$ cat src/rtl/dice_pkg.sv
// Shared types and constants for the two-player dice turn controller.
package dice_pkg;

    typedef enum logic [2:0] {
        IDLE   = 3'd0,
        ROLL   = 3'd1,
        SETTLE = 3'd2,
        SCORE  = 3'd3,
        WIN    = 3'd4
    } dice_state_e;

    localparam int DICE_MIN = 1;
    localparam int DICE_MAX = 6;
    localparam int DICE_W   = 3;

    // The roller can glitch to 0 or 7 while settling; treat those as the lowest face.
    function automatic logic [DICE_W-1:0] legal_face(input logic [DICE_W-1:0] v);
        return ((v == '0) || (v == '1)) ? DICE_W'(DICE_MIN) : v;
    endfunction

endpackage

$ cat src/rtl/dice_game_ctrl_btn_sync_edge.sv
// Two-flop synchronizer for a raw button plus rising-edge detect on the synchronized level.
module btn_sync_edge (
    input  logic clk,
    input  logic rst_n,
    input  logic btn,
    output logic level,
    output logic press
);

    logic [2:0] sync_q;

    always_ff @(posedge clk or negedge rst_n) begin
        if (!rst_n) begin
            sync_q <= '0;
        end else begin
            sync_q <= {sync_q[1:0], btn};
        end
    end

    // sync_q[1] is the first metastability-safe stage; sync_q[2] is its previous value.
    assign level = sync_q[1];
    assign press = sync_q[1] & ~sync_q[2];

endmodule

$ cat src/rtl/dice_game_ctrl.sv
// Turn controller for the shared dice roller: spins while the turn holder holds their
// button, waits a settle period after release, scores the face and detects a winner.
module dice_game_ctrl
    import dice_pkg::*;
#(
    parameter int TICK_DIV     = 50000,
    parameter int SETTLE_TICKS = 8,
    parameter int WIN_SCORE    = 20,
    parameter int SCORE_W      = 6
) (
    input  logic               clk,
    input  logic               rst_n,
    input  logic               btn0,
    input  logic               btn1,
    input  logic               new_game,
    input  logic [DICE_W-1:0]  dice_val,
    output logic               roll_en,
    output logic               turn,
    output logic [SCORE_W-1:0] score0,
    output logic [SCORE_W-1:0] score1,
    output logic [DICE_W-1:0]  last_roll,
    output logic               result_valid,
    output logic               winner_valid,
    output logic               winner
);

    localparam int PW = (TICK_DIV > 1) ? $clog2(TICK_DIV) : 1;
    localparam int SW = (SETTLE_TICKS > 1) ? $clog2(SETTLE_TICKS + 1) : 1;

    dice_state_e       state;
    logic [PW-1:0]     pre_cnt;
    logic [SW-1:0]     settle_cnt;
    logic              tick;
    logic              level0, press0, level1, press1;
    logic              press_cur, held_cur;
    logic [DICE_W-1:0] face;
    logic [SCORE_W:0]  sum;
    logic [SCORE_W-1:0] new_score;

    btn_sync_edge u_sync0 (
        .clk   (clk),
        .rst_n (rst_n),
        .btn   (btn0),
        .level (level0),
        .press (press0)
    );

    btn_sync_edge u_sync1 (
        .clk   (clk),
        .rst_n (rst_n),
        .btn   (btn1),
        .level (level1),
        .press (press1)
    );

    // Free-running settle timebase; new_game deliberately leaves it alone.
    always_ff @(posedge clk or negedge rst_n) begin
        if (!rst_n) begin
            pre_cnt <= '0;
        end else if (pre_cnt == PW'(TICK_DIV - 1)) begin
            pre_cnt <= '0;
        end else begin
            pre_cnt <= pre_cnt + 1'b1;
        end
    end

    assign tick = (pre_cnt == PW'(TICK_DIV - 1));

    always_comb begin
        press_cur = turn ? press1 : press0;
        held_cur  = turn ? level1 : level0;
        face      = legal_face(dice_val);
        sum       = {1'b0, (turn ? score1 : score0)} + {{(SCORE_W + 1 - DICE_W){1'b0}}, face};
        new_score = sum[SCORE_W] ? '1 : sum[SCORE_W-1:0];
    end

    always_ff @(posedge clk or negedge rst_n) begin
        if (!rst_n) begin
            state        <= IDLE;
            settle_cnt   <= '0;
            roll_en      <= 1'b0;
            turn         <= 1'b0;
            score0       <= '0;
            score1       <= '0;
            last_roll    <= '0;
            result_valid <= 1'b0;
            winner_valid <= 1'b0;
            winner       <= 1'b0;
        end else if (new_game) begin
            state        <= IDLE;
            settle_cnt   <= '0;
            roll_en      <= 1'b0;
            turn         <= 1'b0;
            score0       <= '0;
            score1       <= '0;
            last_roll    <= '0;
            result_valid <= 1'b0;
            winner_valid <= 1'b0;
            winner       <= 1'b0;
        end else begin
            result_valid <= 1'b0;
            case (state)
                IDLE: begin
                    if (press_cur) begin
                        state   <= ROLL;
                        roll_en <= 1'b1;
                    end
                end
                ROLL: begin
                    if (!held_cur) begin
                        state      <= SETTLE;
                        roll_en    <= 1'b0;
                        settle_cnt <= '0;
                    end
                end
                SETTLE: begin
                    if (settle_cnt == SW'(SETTLE_TICKS)) begin
                        state <= SCORE;
                    end else if (tick) begin
                        settle_cnt <= settle_cnt + 1'b1;
                    end
                end
                SCORE: begin
                    last_roll    <= face;
                    result_valid <= 1'b1;
                    if (turn) begin
                        score1 <= new_score;
                    end else begin
                        score0 <= new_score;
                    end
                    if (new_score >= SCORE_W'(WIN_SCORE)) begin
                        state        <= WIN;
                        winner_valid <= 1'b1;
                        winner       <= turn;
                    end else begin
                        state <= IDLE;
                        turn  <= ~turn;
                    end
                end
                WIN: begin
                    roll_en <= 1'b0;
                end
                default: begin
                    state   <= IDLE;
                    roll_en <= 1'b0;
                end
            endcase
        end
    end

endmodule

$ cat config.mk
export PLATFORM = sky130hd
export DESIGN_NAME = dice_game_ctrl
export DESIGN_NICKNAME = d
export VERILOG_FILES = /design/src/rtl/dice_pkg.sv /design/src/rtl/dice_game_ctrl_btn_sync_edge.sv /design/src/rtl/dice_game_ctrl.sv
export SDC_FILE = /design/constraint.sdc
export NUM_CORES = 1
export LEC_CHECK = 0
export BUFFER_PORTS_ARGS = -buffer_cell sky130_fd_sc_hd__buf_2
export CORE_MARGIN = 8
export CORE_UTILIZATION = 58
export DETAILED_ROUTE_END_ITERATION = 10
export PLACE_DENSITY = 0.79
export SLEW_MARGIN = 20
export SYNTH_ARGS = -nofsm -noshare
export SYNTH_HDL_FRONTEND = slang
export SYNTH_SLANG_ARGS = --single-unit
export TNS_END_PERCENT = 100
$ cat constraint.sdc
create_clock -name clk -period 3 [get_ports clk]
set_input_delay 0.15 -clock clk [delete_from_list [all_inputs] [get_ports clk]]
set_output_delay 0.15 -clock clk [all_outputs]
set_load 0.03 [all_outputs]
# After elaboration in Yosys (flattened, before gate mapping)
# Cells that the tools add are included.
dict set report totals {
  reg_bits 49
  in_bits 8
}
dict set report classes {
  addsub 3
  magnitude_cmp 1
  n_eq_ne 16
  n_mux 40
  bitwise 5
  reduce_logical 15
}
# operator n
set ops {}
lappend ops {{$mux 6} 8}
lappend ops {{$mux 3} 8}
lappend ops {{$add 16x1->16 const B} 1}
lappend ops {{$eq 16x16->1 const B} 1}
lappend ops {{$mux 1} 16}
lappend ops {{$mux 16} 1}
lappend ops {{$mux 4} 4}
lappend ops {{$ne 3x3->1 const B} 5}
lappend ops {{$pmux 3 s5} 1}
lappend ops {{$pmux 4 s2} 1}
lappend ops {{$reduce_and 2->1} 4}
lappend ops {{$reduce_and 4->1} 2}
lappend ops {{$add 6x3->7} 1}
lappend ops {{$eq 3x2->1 const B} 2}
lappend ops {{$eq 3x3->1 const B} 2}
lappend ops {{$ge 6x5->1 const B} 1}
lappend ops {{$logic_not 3->1} 2}
lappend ops {{$ne 2x2->1 const B} 3}
lappend ops {{$reduce_bool 2->1} 3}
lappend ops {{$add 4x1->4 const B} 1}
lappend ops {{$eq 4x4->1 const B} 1}
lappend ops {{$eq 3x1->1 const B} 1}
lappend ops {{$not 1->1} 3}
lappend ops {{$pmux 1 s3} 1}
lappend ops {{6 further kinds} 7}

# Longest topological paths before layout
dict set report depth {
  ltp_word 9
  depth_mapped 10
}

# Hierarchy
# Synthesis repeated with hierarchy kept, for this count alone.
dict set report unflattened {
  cells_unflattened 234
  hier_area_um2 2529.9
}
# module n_inst cells_per_inst area_each_um2 seq_area_each_um2
set modules_own_cells {}
lappend modules_own_cells {dice_game_ctrl 1 226 2352.3 1076.0}
lappend modules_own_cells {btn_sync_edge 2 4 88.8 75.1}

# Least setup slack after synthesis
# OpenSTA, ideal clock, no wires.
dict set report synth_path {
  kind {register to register}
  start {reg turn}
  end {reg turn}
  setup_ps 79
  t_arrival_ps 2731
  setup_slack_ps 190
  path_stages_with_launch 11
  n_path_buf 2
  synth_period_minus_slack_ps 2810
  cell_sequence {dfrtp_1 -> buf_6 -> buf_12 -> mux2_2 -> ha_1 -> fa_1 -> a21oi_1 -> nand2_1 -> mux2_2 -> a211oi_2 -> mux2i_1}
}
dict set report synth_via {
  elab_chain_len 6
  elab_cells_between_ends 10
  classes_between {1 x add/sub; 1 x order compare; 1 x eq/ne; 5 x mux; 1 x bitwise; 1 x reduce/logical}
}
# item line
set synth_lines {}
lappend synth_lines {{start: declaration} dice_game_ctrl.sv:18} ;# output logic turn,
lappend synth_lines {{start signal: assignment} dice_game_ctrl.sv:137} ;# turn <= ~turn;
lappend synth_lines {{$mux 6} dice_game_ctrl.sv:73} ;# sum = {1'b0, (turn ? score1 : score0)} + {{(SCORE_W + 1 - DICE_W){1'b0}}, face};
lappend synth_lines {{$add 6x3->7} dice_game_ctrl.sv:73}
lappend synth_lines {{$mux 6} dice_game_ctrl.sv:74} ;# new_score = sum[SCORE_W] ? '1 : sum[SCORE_W-1:0];
lappend synth_lines {{$ge 6x5->1} dice_game_ctrl.sv:131} ;# if (new_score >= SCORE_W'(WIN_SCORE)) begin
lappend synth_lines {{$ne 2x2->1 (no line)} n/a}
lappend synth_lines {{$reduce_and 2->1 (no line)} n/a}
# Several ways; a longest one is shown, not always the timed one. The select of a mux whose other input is x is not followed.
# A chain may end at the register's enable or synchronous reset.

# Worst setup path after layout
# Same ends and word-level chain as after synthesis.

==> summary.md <==
| Metric | Value |
|---|---|
| Main synth FF type | dfrtp_1 |
| Setup TNS | 0 ps |
| Slowest cell delay on critical path | around 430 ps |
| Relative slew slack | 0.598 |
| First-pass iteration count of the detailed router | 4 |
| Crit path DAT | ~2900 ps |
| Setup ws final | approximately 330 ps |
| Die Ht | approximately 82 um |
| Synthesized net count | between 200 and 300 |
| Asr flop ratio synth | 1.00 |
| Final hold vios | 0 |
| CP cell instances | mux2_2 > ha_1 > fa_1 > a21oi_1 > nand2_1 > mux2_2 > a211oi_2 > mux2i_1 |
| Remaining antenna violation count after routing | 0 |
| Simple-Gate Fraction of Synth Area | 0.200 |
| Largest family of logic cells by synthesized area | simple AND/OR/NAND/NOR gates |
| Area growth syn-to-layout | 10.2% |
| Adder-cell share of the synthesized area | 0.0372 |
| Fin crit period | around 2700 ps |
| First-pass GRT wire length | approximately 7.8 mm |
| Wire per inst | 15.4 um |
| Crit path max fanout | 4 |
| Site Rows | 24 |
| Clock root cell | clkbuf_8 |
| Sequential share of the synthesized area | 0.479 |
| Via density | ~5.8 |
| Ys Warns | 0 |
| Buffers & Inverters on Critical Path | 0 |
| Clk slew on worst S/H paths | 90 ps |
| RSZ-0062 raised after global routing | no |
| Maximum VDD drop | roughly 340 uV |
| Multiplexer area fraction after synthesis | 0.0680 |
| XOR/XNOR share of the synthesized area | 0.0513 |
| CTS H-tree lvls | 2 |
| Initial Utilization | 0.596 |
| Die ar. | 0.00679 mm^2 |
| Startpoint Class | flop |
| Avg Inst Size Synth | around 11 um^2 |
| I/O pin cnt | 28 |
| Worst-Margin Slew | ~600 ps |
| Power Dens Cells | a little over 600 mW/mm^2 |
| Initial DRC Count | approximately 110 |
| Hold/Removal Path Class | input pin to flop |
| Compound-Gate Fraction of Synth Area | 0.129 |
| Post-place setup slack | ~360 ps |
| CORE AREA | 0.00429 mm^2 |
| Crit path max-delay cell type | fa_1 |
| PortBufs | 27 |
| Top cell family by delay on the critical path | multiplexers |
| Cts bufs inserted | 5 |
| Most frequent cells in the layout | 49 x dfrtp_1, 26 x buf_2, 20 x nor2_1, 17 x nand2_1 |
| Status | complete, no violations |
| Initial antenna violation count | 0 |
| DP Wirelength | between 3 and 4 mm |
| CTS tree | built |
| Clk_skew | around 7.6 ps |
| Largest net degree at the start of global routing | 50 |
| Worst Path Required | about 3200 ps |
| WS Path Type | flop to flop |
| Commonest non-fill, non-tap cell in the layout | dfrtp_1 |
| Clock Latency Late Sink | roughly 300 ps |
| Syn Inst Count | roughly 240 |
| Fin. max-slew vios | 0 |
| DR vias | 1841 |
| Vias in the first global route | 1754 |
| Flops & latches, synth | between 40 and 50 |
| All-layer global routing usage | 0.148 |
| Clock tree sinks | between 40 and 50 |
| Layout cell share with drive strength beyond 1 | 0.213 |
| Cell mode on critical path | mux2_2 |
| Post-synth cell types | between 50 and 60 |
| Setup violators final | 0 |
| Residual DRC count | 0 |
| Grt total ovfl | 0 |
| # Post-CTS Setup Buffers | 0 |
| Clk buf depth | 2 |
| Crit end category | flop |
| GP Congestion | a little under 0.9 |
| Hold WS | between 200 and 250 ps |
| Crit share post-route | 0.891 |
| Post-synth EDFFs | 0 |
| Leakage | 1.34 nW |
| R2r setup slk | approximately 330 ps |
| Total Wirelength | around 4.9 mm |
| Max-cap violations | 0 |
| Final Net Count | roughly 280 |
| Die W | slightly above 80 um |
| Mapped cell area | between 0.002 and 0.003 mm^2 |
| Max Clock Freq | around 370 MHz |
| N_diodes | 0 |
==> power by group <==
part / internal (mW) / leakage (nW) / switching, mW
registers: 0.727 / 0.647 / 0.0663
clock network: 0.183 / 0.0443 / 0.210
logic: 0.215 / 0.652 / 0.349
total: 1.12 / 1.34 / 0.626
==> worst reg2reg max path, cell delays in order, from the launching register on <==
cell and delay [ps]:
dfrtp_1 420, mux2_2 360, ha_1 210, fa_1 430, a21oi_1 330, nand2_1 110, mux2_2 300, a211oi_2 230
mux2i_1 210
==> Yosys cell counts, drive strengths merged, types with 2 or more instances <==
cell type / count / area [um^2]
a211oi: 4 / 40.0
a21boi: 2 / 15.0
a21oi: 9 / 48.8
and2: 2 / 15.0
and3: 4 / 25.0
and3b: 3 / 26.3
and4: 2 / 17.5
buf: 6 / 57.6
clkbuf: 4 / 15.0
dfrtp: 49 / 1230
ha: 6 / 75.1
inv: 5 / 18.8
mux2: 11 / 124
mux2i: 5 / 50.1
nand2: 18 / 75.1
nand2b: 7 / 43.8
nand3: 10 / 50.1
nand3b: 2 / 15.0
nand4: 4 / 25.0
nor2: 21 / 81.3
nor2b: 2 / 20.0
nor3: 4 / 20.0
nor4: 4 / 25.0
nor4bb: 2 / 20.0
o21ai: 7 / 35.0
o21bai: 2 / 15.0
o31ai: 11 / 82.6
xnor2: 6 / 52.6
xor2: 9 / 78.8
==> stage by stage <==
| step | util | total power [mW] | instances | area, um^2 |
|---|---|---|---|---|
| 2_1_floorplan | - | 1.22 | 239 | 2560 |
| 3_3_place_gp | 0.629 | 1.35 | 310 | 2700 |
| 3_5_place_dp | 0.629 | 1.36 | 310 | 2700 |
| 4_1_cts | 0.654 | 1.76 | 319 | 2810 |
| 5_1_grt | 0.657 | 1.84 | 320 | 2820 |
| 6_report | 0.657 | 1.75 | 320 | 2820 |
==> area by class of cell <==
cell class | instances | area [um^2]
clock buffers | 7 | 86.3
fillers | 355 | 1470
inverters | 5 | 18.8
multi-input cells | 175 | 1240
flip-flops and latches | 49 | 1230
well taps | 52 | 65.1
repair buffers | 32 | 183
==> state kept, by name, summed over array words and instances, names as in the netlist <==
| register | cells |
|---|---|
| winner | 1 |
| roll_en | 1 |
| pre_cnt | 16 |
| state | 3 |
| winner_valid | 1 |
| turn | 1 |
| u_sync0.sync_q | 3 |
| score0 | 6 |
| result_valid | 1 |
| score1 | 6 |
| u_sync1.sync_q | 3 |
| settle_cnt | 4 |
| last_roll | 3 |
==> worst paths after layout <==
path                                        start           endpoint  depth (start not counted)
min in group asynchronous                   rst_n      settle_cnt[0]                          2
worst min register to register  u_sync0.sync_q[0]  u_sync0.sync_q[1]                          0
worst max-delay path                         turn               turn                          8
max in group asynchronous                   rst_n        pre_cnt[12]                          2
worst max register to register               turn               turn                          8
worst min-delay path                  dice_val[1]       last_roll[0]                          4
==> kinds of logic (layout without fill, tap and decap cells) <==
kind of cell / count (synthesis) / count (layout)
buffers and inverters: 15 / 44
AO/OA/AOI/OAI: 46 / 46
multiplexers: 16 / 16
AND/OR/NAND/NOR: 91 / 91
XOR/XNOR: 15 / 15
adder cells (fa/ha/maj): 7 / 7
flip-flops: 49 / 49
==> per-layer routing <==
layer | routed length (um) | track usage | up-vias
li1 | - | - | 927
met1 | 2230 | 0.178 | 864
met2 | 2370 | 0.252 | 40
met3 | 242 | 0.0368 | 10
met4 | 85 | 0.0544 | 0
met5 | 0 | 0 | -
==> what timing repair did <==
| action | 4_1_cts | 5_1_grt |
|---|---|---|
| gates resized for setup | 0 | 0 |
| hold buffers | 2 | 1 |
| endpoints found under the hold margin | 2 | 49 |
No activity file was read; power rests on OpenSTA's default activity.
